### config.mk
export PLATFORM = sky130hd
export DESIGN_NAME = uart_tx_arbiter
export DESIGN_NICKNAME = d
export VERILOG_FILES = /design/src/rtl/uart_arb_pkg.sv /design/src/rtl/uart_rr_pick.sv /design/src/rtl/uart_tx_arbiter.sv
export SDC_FILE = /design/constraint.sdc
export NUM_CORES = 1
export LEC_CHECK = 0
export BUFFER_PORTS_ARGS = -buffer_cell sky130_fd_sc_hd__buf_2
export CORE_UTILIZATION = 48
export CTS_CLUSTER_SIZE = 20
export DETAILED_ROUTE_END_ITERATION = 12
export GPL_TIMING_DRIVEN = 0
export PLACE_DENSITY = 0.86
export SYNTH_ARGS = -nofsm -noshare
export SYNTH_HDL_FRONTEND = slang
export SYNTH_SLANG_ARGS = --single-unit
export TNS_END_PERCENT = 100
### constraint.sdc
create_clock -name clk -period 8.8 [get_ports clk]
set_clock_uncertainty 0.15 [all_clocks]
set_input_delay 2.2 -clock clk [delete_from_list [all_inputs] [get_ports clk]]
set_output_delay 2.2 -clock clk [all_outputs]
set_load 0.03 [all_outputs]
### src/rtl/uart_arb_pkg.sv
// Shared types and helpers for the UART transmit arbiter: FSM states, byte width
// and the wrapping round-robin increment.
package uart_arb_pkg;

  localparam int UART_BYTE_W = 8;

  typedef enum logic [1:0] {
    IDLE  = 2'd0,
    START = 2'd1,
    WAIT  = 2'd2
  } arb_state_e;

  // Next index after ptr, wrapping at nreq (nreq need not be a power of 2).
  function automatic int unsigned rr_next(input int unsigned ptr, input int unsigned nreq);
    return (ptr + 1 >= nreq) ? 0 : ptr + 1;
  endfunction

endpackage

### src/rtl/uart_rr_pick.sv
// Combinational round-robin picker: searches last_ptr+1, last_ptr+2, ... and
// returns the first asserted request. Lock mask input exists with UART_TX_ARB_LOCK_EN.
module uart_rr_pick
  import uart_arb_pkg::*;
#(
  parameter int NREQ = 4,
  parameter int IDW  = $clog2(NREQ)
) (
  input  logic [NREQ-1:0] req,
  input  logic [IDW-1:0]  last_ptr,
`ifdef UART_TX_ARB_LOCK_EN
  input  logic [NREQ-1:0] lock_mask,
`endif
  output logic [NREQ-1:0] grant,
  output logic [IDW-1:0]  idx,
  output logic            any
);

  logic [NREQ-1:0] req_m;
  logic [IDW-1:0]  p;

`ifdef UART_TX_ARB_LOCK_EN
  assign req_m = req & lock_mask;
`else
  assign req_m = req;
`endif

  always_comb begin
    grant = '0;
    idx   = '0;
    any   = 1'b0;
    p     = last_ptr;
    for (int k = 0; k < NREQ; k++) begin
      p = IDW'(rr_next(32'(p), NREQ));
      if (!any && req_m[p]) begin
        any = 1'b1;
        idx = p;
      end
    end
    grant[idx] = any;
  end

endmodule

### src/rtl/uart_tx_arbiter.sv
// Round-robin scheduler sharing one UART transmitter among NREQ byte producers.
// Define UART_TX_ARB_LOCK_EN to keep the grant on one requester until req_last.
module uart_tx_arbiter
  import uart_arb_pkg::*;
#(
  parameter int NREQ = 4,
  parameter int IDW  = $clog2(NREQ)
) (
  input  logic                        clk,
  input  logic                        reset_n,
  input  logic [NREQ-1:0]             req_valid,
  input  logic [UART_BYTE_W*NREQ-1:0] req_data,
  input  logic [NREQ-1:0]             req_last,
  output logic [NREQ-1:0]             req_ready,
  output logic                        tx_start,
  output logic [UART_BYTE_W-1:0]      tx_din,
  input  logic                        tx_done_tick,
  output logic                        busy,
  output logic [IDW-1:0]              grant_id
);

  // Handshake: a byte moves from requester i when req_valid[i] & req_ready[i]
  // at a rising edge; req_ready is one-hot and only ever asserted in IDLE.

  arb_state_e             state, state_nxt;
  logic [NREQ-1:0]        grant;
  logic [IDW-1:0]         win_idx;
  logic                   win_any;
  logic [IDW-1:0]         last_ptr;
  logic                   accept;
  logic [UART_BYTE_W-1:0] req_bytes [NREQ];

  for (genvar i = 0; i < NREQ; i++) begin : g_bytes
    assign req_bytes[i] = req_data[UART_BYTE_W*i +: UART_BYTE_W];
  end

`ifdef UART_TX_ARB_LOCK_EN
  logic            locked;
  logic [NREQ-1:0] lock_mask;

  assign lock_mask = locked ? (NREQ'(1) << grant_id) : '1;
`else
  logic unused_last;

  assign unused_last = ^req_last;
`endif

  uart_rr_pick #(.NREQ(NREQ), .IDW(IDW)) u_pick (
    .req       (req_valid),
    .last_ptr  (last_ptr),
`ifdef UART_TX_ARB_LOCK_EN
    .lock_mask (lock_mask),
`endif
    .grant     (grant),
    .idx       (win_idx),
    .any       (win_any)
  );

  assign accept = (state == IDLE) && win_any;

  always_comb begin
    state_nxt = state;
    req_ready = '0;
    tx_start  = 1'b0;
    busy      = (state != IDLE);
    case (state)
      IDLE: begin
        req_ready = grant;
        if (win_any) state_nxt = START;
      end
      START: begin
        tx_start  = 1'b1;
        state_nxt = WAIT;
      end
      WAIT: begin
        if (tx_done_tick) state_nxt = IDLE;
      end
      default: state_nxt = IDLE;
    endcase
  end

  always_ff @(posedge clk) begin
    if (!reset_n) begin
      state    <= IDLE;
      tx_din   <= '0;
      grant_id <= '0;
      last_ptr <= IDW'(NREQ - 1);
`ifdef UART_TX_ARB_LOCK_EN
      locked   <= 1'b0;
`endif
    end else begin
      state <= state_nxt;
      if (accept) begin
        tx_din   <= req_bytes[win_idx];
        grant_id <= win_idx;
`ifdef UART_TX_ARB_LOCK_EN
        // Pointer frozen mid-packet so fairness resumes from the packet start.
        if (!locked) last_ptr <= win_idx;
        locked <= !req_last[win_idx];
`else
        last_ptr <= win_idx;
`endif
      end
    end
  end

endmodule
==> impl_summary.md <==
Critical path
STA classifies the critical path startpoint as a primary input. The cell that appears most often on the critical path is sky130_fd_sc_hd__buf_2. The endpoint arrival time on the critical path is 4.12 ns. The worst register-to-register path begins at last_ptr[0]. STA classifies the critical path endpoint as an output pin. Among cell families on the critical path, the largest total delay comes from buffers and inverters. The worst-path cell with the longest stage delay is sky130_fd_sc_hd__clkbuf_1. The number of buffers and inverters on the critical path is 3. The first element of the critical path is req_valid[0]. In this run the critical register-to-register path is captured at tx_din[1]. The largest fanout on the critical path is 10. The capturing instance or port of the critical path is req_ready[3]. The depth of the worst register-to-register path is 9. The largest single stage delay on the critical path is 0.41 ns. STA puts the critical path data required time at 6.45 ns. Walking the worst path, the cells encountered are buf_2 > mux2i_1 > mux2_2 > o311ai_1 > clkbuf_1 > nand2_1 > nor2_1 > buf_2.

In this run the register-to-register setup slack is 6.14 ns. The class of the most critical setup path is in -> out. The critical path crosses 8 cells after its start point.

Routing
The final route contains 1251 vias. The first detailed-routing pass took 4 iterations. The count of unresolved DRC violations after routing is 0. The average routed wire per standard cell is 13.87 um. The mean number of vias per cell is 5.635.

The count of nets left with antenna violations after detail routing is 0. Wires add up to 3079 um. In this run, the number of DRC markers left after iteration 0 of detailed routing was 15.

Cells and area
The share of the core filled with cells is 0.6657. The layout overhead on the synthesized area is 29.63%. The fraction of final layout cells with drive strength greater than 1 is 0.3918.

The number of nets at the end of the flow is 239. The number of antenna diodes is 0.

Clock network
The number of hold buffers added after cts is 0. TritonCTS built the clock tree. Clock-pin slew was measured on the worst setup and hold paths at 0.09 ns.

Once the clock tree was built, the setup fixing pass inserted 0 buffers. The clock latency on the worst-skew pair is 0.28 ns. CTS built an H-tree with a depth of 1.

The total clock buffers created by CTS is 3. The number of gates resized after cts is 0. The number of buffers on the longest clock path is 2.

The clock sink count is 14. The clock tree root driver cell is sky130_fd_sc_hd__clkbuf_4.

Place
The routability-driven placement congestion ratio is 0.7926. The half-perimeter wire length of the detailed placement result is 2431 um. The quantity of I/O buffers inserted on ports is 53.

STA
The final count of hold timing violations is 0. The number of max-slew violations in the final report is 0. For this run, the top clock speed supported by timing is 0.1546 GHz.

For the pin with the worst max-slew slack, the measured transition is 0.4379 ns. Setup repair after global routing left no endpoint under its margin. Setup violations remaining at the end of the flow were counted as 0.

Of the available clock period, the critical path in the final layout requires 0.7349. Measured against its own limit, the worst slew margin works out to 0.7080. The final sum of negative setup slack is 0 ns.

For the finished layout, the period the worst path requires is 6.467 ns.

Logic synthesis
The synthesized netlist cell count is 137. The number of synthesized register bits is 14. The cell area that synthesis handed to floorplanning was 0.001136 mm^2. For this run, the register share of the synthesized area comes to 0.2467. Dividing the synthesized area by the synthesized cell count gives 8.293 um^2.

The count of different cell masters after synthesis is 36. The net count of the mapped netlist is 181. The Yosys step of the flow raised 0 warnings.

Pwr
For this design the ratio of total power to cell area is 281.5 mW/mm^2. IR analysis of the VDD net gives a maximum drop of 0.1779 mV. The leakage power figure is 0.7571 nW.

Hold path
The path class of the tightest hold or removal check is reg -> reg.

Floorplanning
The initial core utilization is 0.5136. Row generation in the floorplan step produced 17 rows. The die width is 50.65 um. In this run the count of I/O pins placed on the die edge is 59. The die outline area is 0.002565 mm^2.

In this run the standard cell core region covers 0.002212 mm^2. The die extent in y is 50.65 um.

GRT
The largest net degree at the start of global routing is 11. After global routing the overflow that remains totals 0. The wire length of the first global-routing pass is 5009 um. The overall routing resource usage is 0.2531.

The number of global-route vias before repair is 1229. The initial antenna violation count is 0.

Run status
The run finished with clean final reports.

Run
The max-cap check violation count is 0.
[where the power goes]
group | internal (mW) | switching, mW
Clock | 0.0252 | 0.0214
Sequential | 0.0832 | 0.00866
Combinational | 0.109 | 0.167
Total | 0.217 | 0.197
[worst min-delay path by stage]
stage	to	depth (start not counted)	slack, ns	start
detailed placement	grant_id[0]	2	0.32	grant_id[0]
global route	grant_id[0]	2	0.37	grant_id[0]
finish	grant_id[0]	2	0.32	grant_id[0]
global placement	grant_id[0]	2	0.30	grant_id[0]
floorplan	last_ptr[1]	2	0.33	last_ptr[1]
CTS	grant_id[0]	2	0.33	grant_id[0]
[routing by layer]
metal | share of wire | GRT usage
met1 | 0.40 | 0.2764
met2 | 0.54 | 0.4956
met3 | 0.041 | 0.009091
met4 | 0.017 | 0.1111
met5 | 0 | 0
[flip-flops by register name (all words and copies together) (netlist names)]
register and flops:
state 2, tx_din 8, grant_id 2, last_ptr 2
[cell usage after synthesis (all sizes together)]
| library cell | instances | area (um^2) |
|---|---|---|
| mux2i | 11 | 110.1 |
| buf | 7 | 52.54 |
| nor3b | 1 | 7.510 |
| nor4b | 1 | 8.760 |
| a311oi | 1 | 8.760 |
| mux4 | 1 | 22.52 |
| and2 | 1 | 6.260 |
| nor4 | 1 | 6.260 |
| o21a | 2 | 15.01 |
| a21o | 2 | 15.01 |
| nor2b | 7 | 43.79 |
| dfxtp | 14 | 280.3 |
| a21boi | 1 | 7.510 |
| o311ai | 1 | 8.760 |
| ha | 1 | 12.51 |
| o22ai | 8 | 50.05 |
| or2 | 2 | 12.52 |
| o21ai | 4 | 20.01 |
| o22a | 1 | 8.760 |
| mux2 | 2 | 22.52 |
| and3 | 8 | 50.05 |
| clkbuf | 4 | 15.01 |
| inv | 10 | 37.54 |
| a21oi | 10 | 50.05 |
| a211oi | 17 | 167.7 |
| nand2b | 3 | 26.27 |
| nor2 | 10 | 37.54 |
| o211ai | 1 | 7.510 |
| or4b | 1 | 10.01 |
| nand2 | 4 | 15.01 |
[layout make-up]
cell class | count | area (um^2)
fill | 203 | 739.5
multi-input combinational | 102 | 750.7
buffer | 11 | 67.56
timing repair buffer | 53 | 265.3
tap | 28 | 35.03
clock buffer | 4 | 36.28
sequential | 14 | 280.3
inverter | 10 | 37.54
[worst register-to-register path, delay by kind of cell (launching register included)]
kind                       cells  cell delay (ns)
DFF                            1             0.34
adders and majority gates      1             0.40
muxes                          1             0.36
buffers and inverters          3             0.52
AOI/OAI and AO/OA              4             0.78
[per-stage QoR]
stage	worst slack (ns)	power, mW	instances	instance area (um^2)	hold slack [ns]
final	2.333	0.4145	222	1473	0.3244
after global routing	2.223	0.4401	222	1473	0.3732
after CTS	2.339	0.4138	222	1473	0.3289
after detailed placement	2.350	0.3679	218	1436	0.3163
after global placement	2.408	0.3602	218	1436	0.3034
after floorplan	2.510	0.3037	137	1136	0.3256
[cells by family after synthesis]
group / synth area share
compound gates: 0.3161
simple gates: 0.1971
buf+inv: 0.09250
mux: 0.1366
flops: 0.2467
fa+ha+maj: 0.01101
[layout by cell type (no fill, tap or decap)]
cell type / n
sky130_fd_sc_hd__nor2_1: 10
sky130_fd_sc_hd__clkbuf_8: 1
sky130_fd_sc_hd__nor4_1: 1
sky130_fd_sc_hd__mux2_2: 2
sky130_fd_sc_hd__or2_1: 1
sky130_fd_sc_hd__a21oi_1: 10
sky130_fd_sc_hd__a211oi_1: 9
sky130_fd_sc_hd__nand2b_4: 1
sky130_fd_sc_hd__and2_1: 1
sky130_fd_sc_hd__nor4b_1: 1
sky130_fd_sc_hd__a311oi_1: 1
sky130_fd_sc_hd__o22a_1: 1
sky130_fd_sc_hd__and3_1: 8
sky130_fd_sc_hd__clkbuf_4: 3
sky130_fd_sc_hd__o21ai_0: 3
sky130_fd_sc_hd__nor2b_1: 7
sky130_fd_sc_hd__ha_1: 1
sky130_fd_sc_hd__or2_2: 1
sky130_fd_sc_hd__nand2_1: 4
sky130_fd_sc_hd__inv_1: 10
sky130_fd_sc_hd__o22ai_1: 8
sky130_fd_sc_hd__mux4_2: 1
sky130_fd_sc_hd__a211oi_2: 8
sky130_fd_sc_hd__o21ai_1: 1
sky130_fd_sc_hd__buf_2: 56
sky130_fd_sc_hd__buf_6: 3
sky130_fd_sc_hd__mux2i_1: 11
sky130_fd_sc_hd__a21boi_0: 1
sky130_fd_sc_hd__o21a_1: 2
sky130_fd_sc_hd__a21o_1: 2
sky130_fd_sc_hd__or4b_1: 1
sky130_fd_sc_hd__clkbuf_1: 4
sky130_fd_sc_hd__o311ai_1: 1
sky130_fd_sc_hd__o211ai_1: 1
sky130_fd_sc_hd__nand2b_1: 2
sky130_fd_sc_hd__nor3b_1: 1
sky130_fd_sc_hd__dfxtp_1: 14
sky130_fd_sc_hd__buf_1: 1
Power figures use the tool's default switching activity.
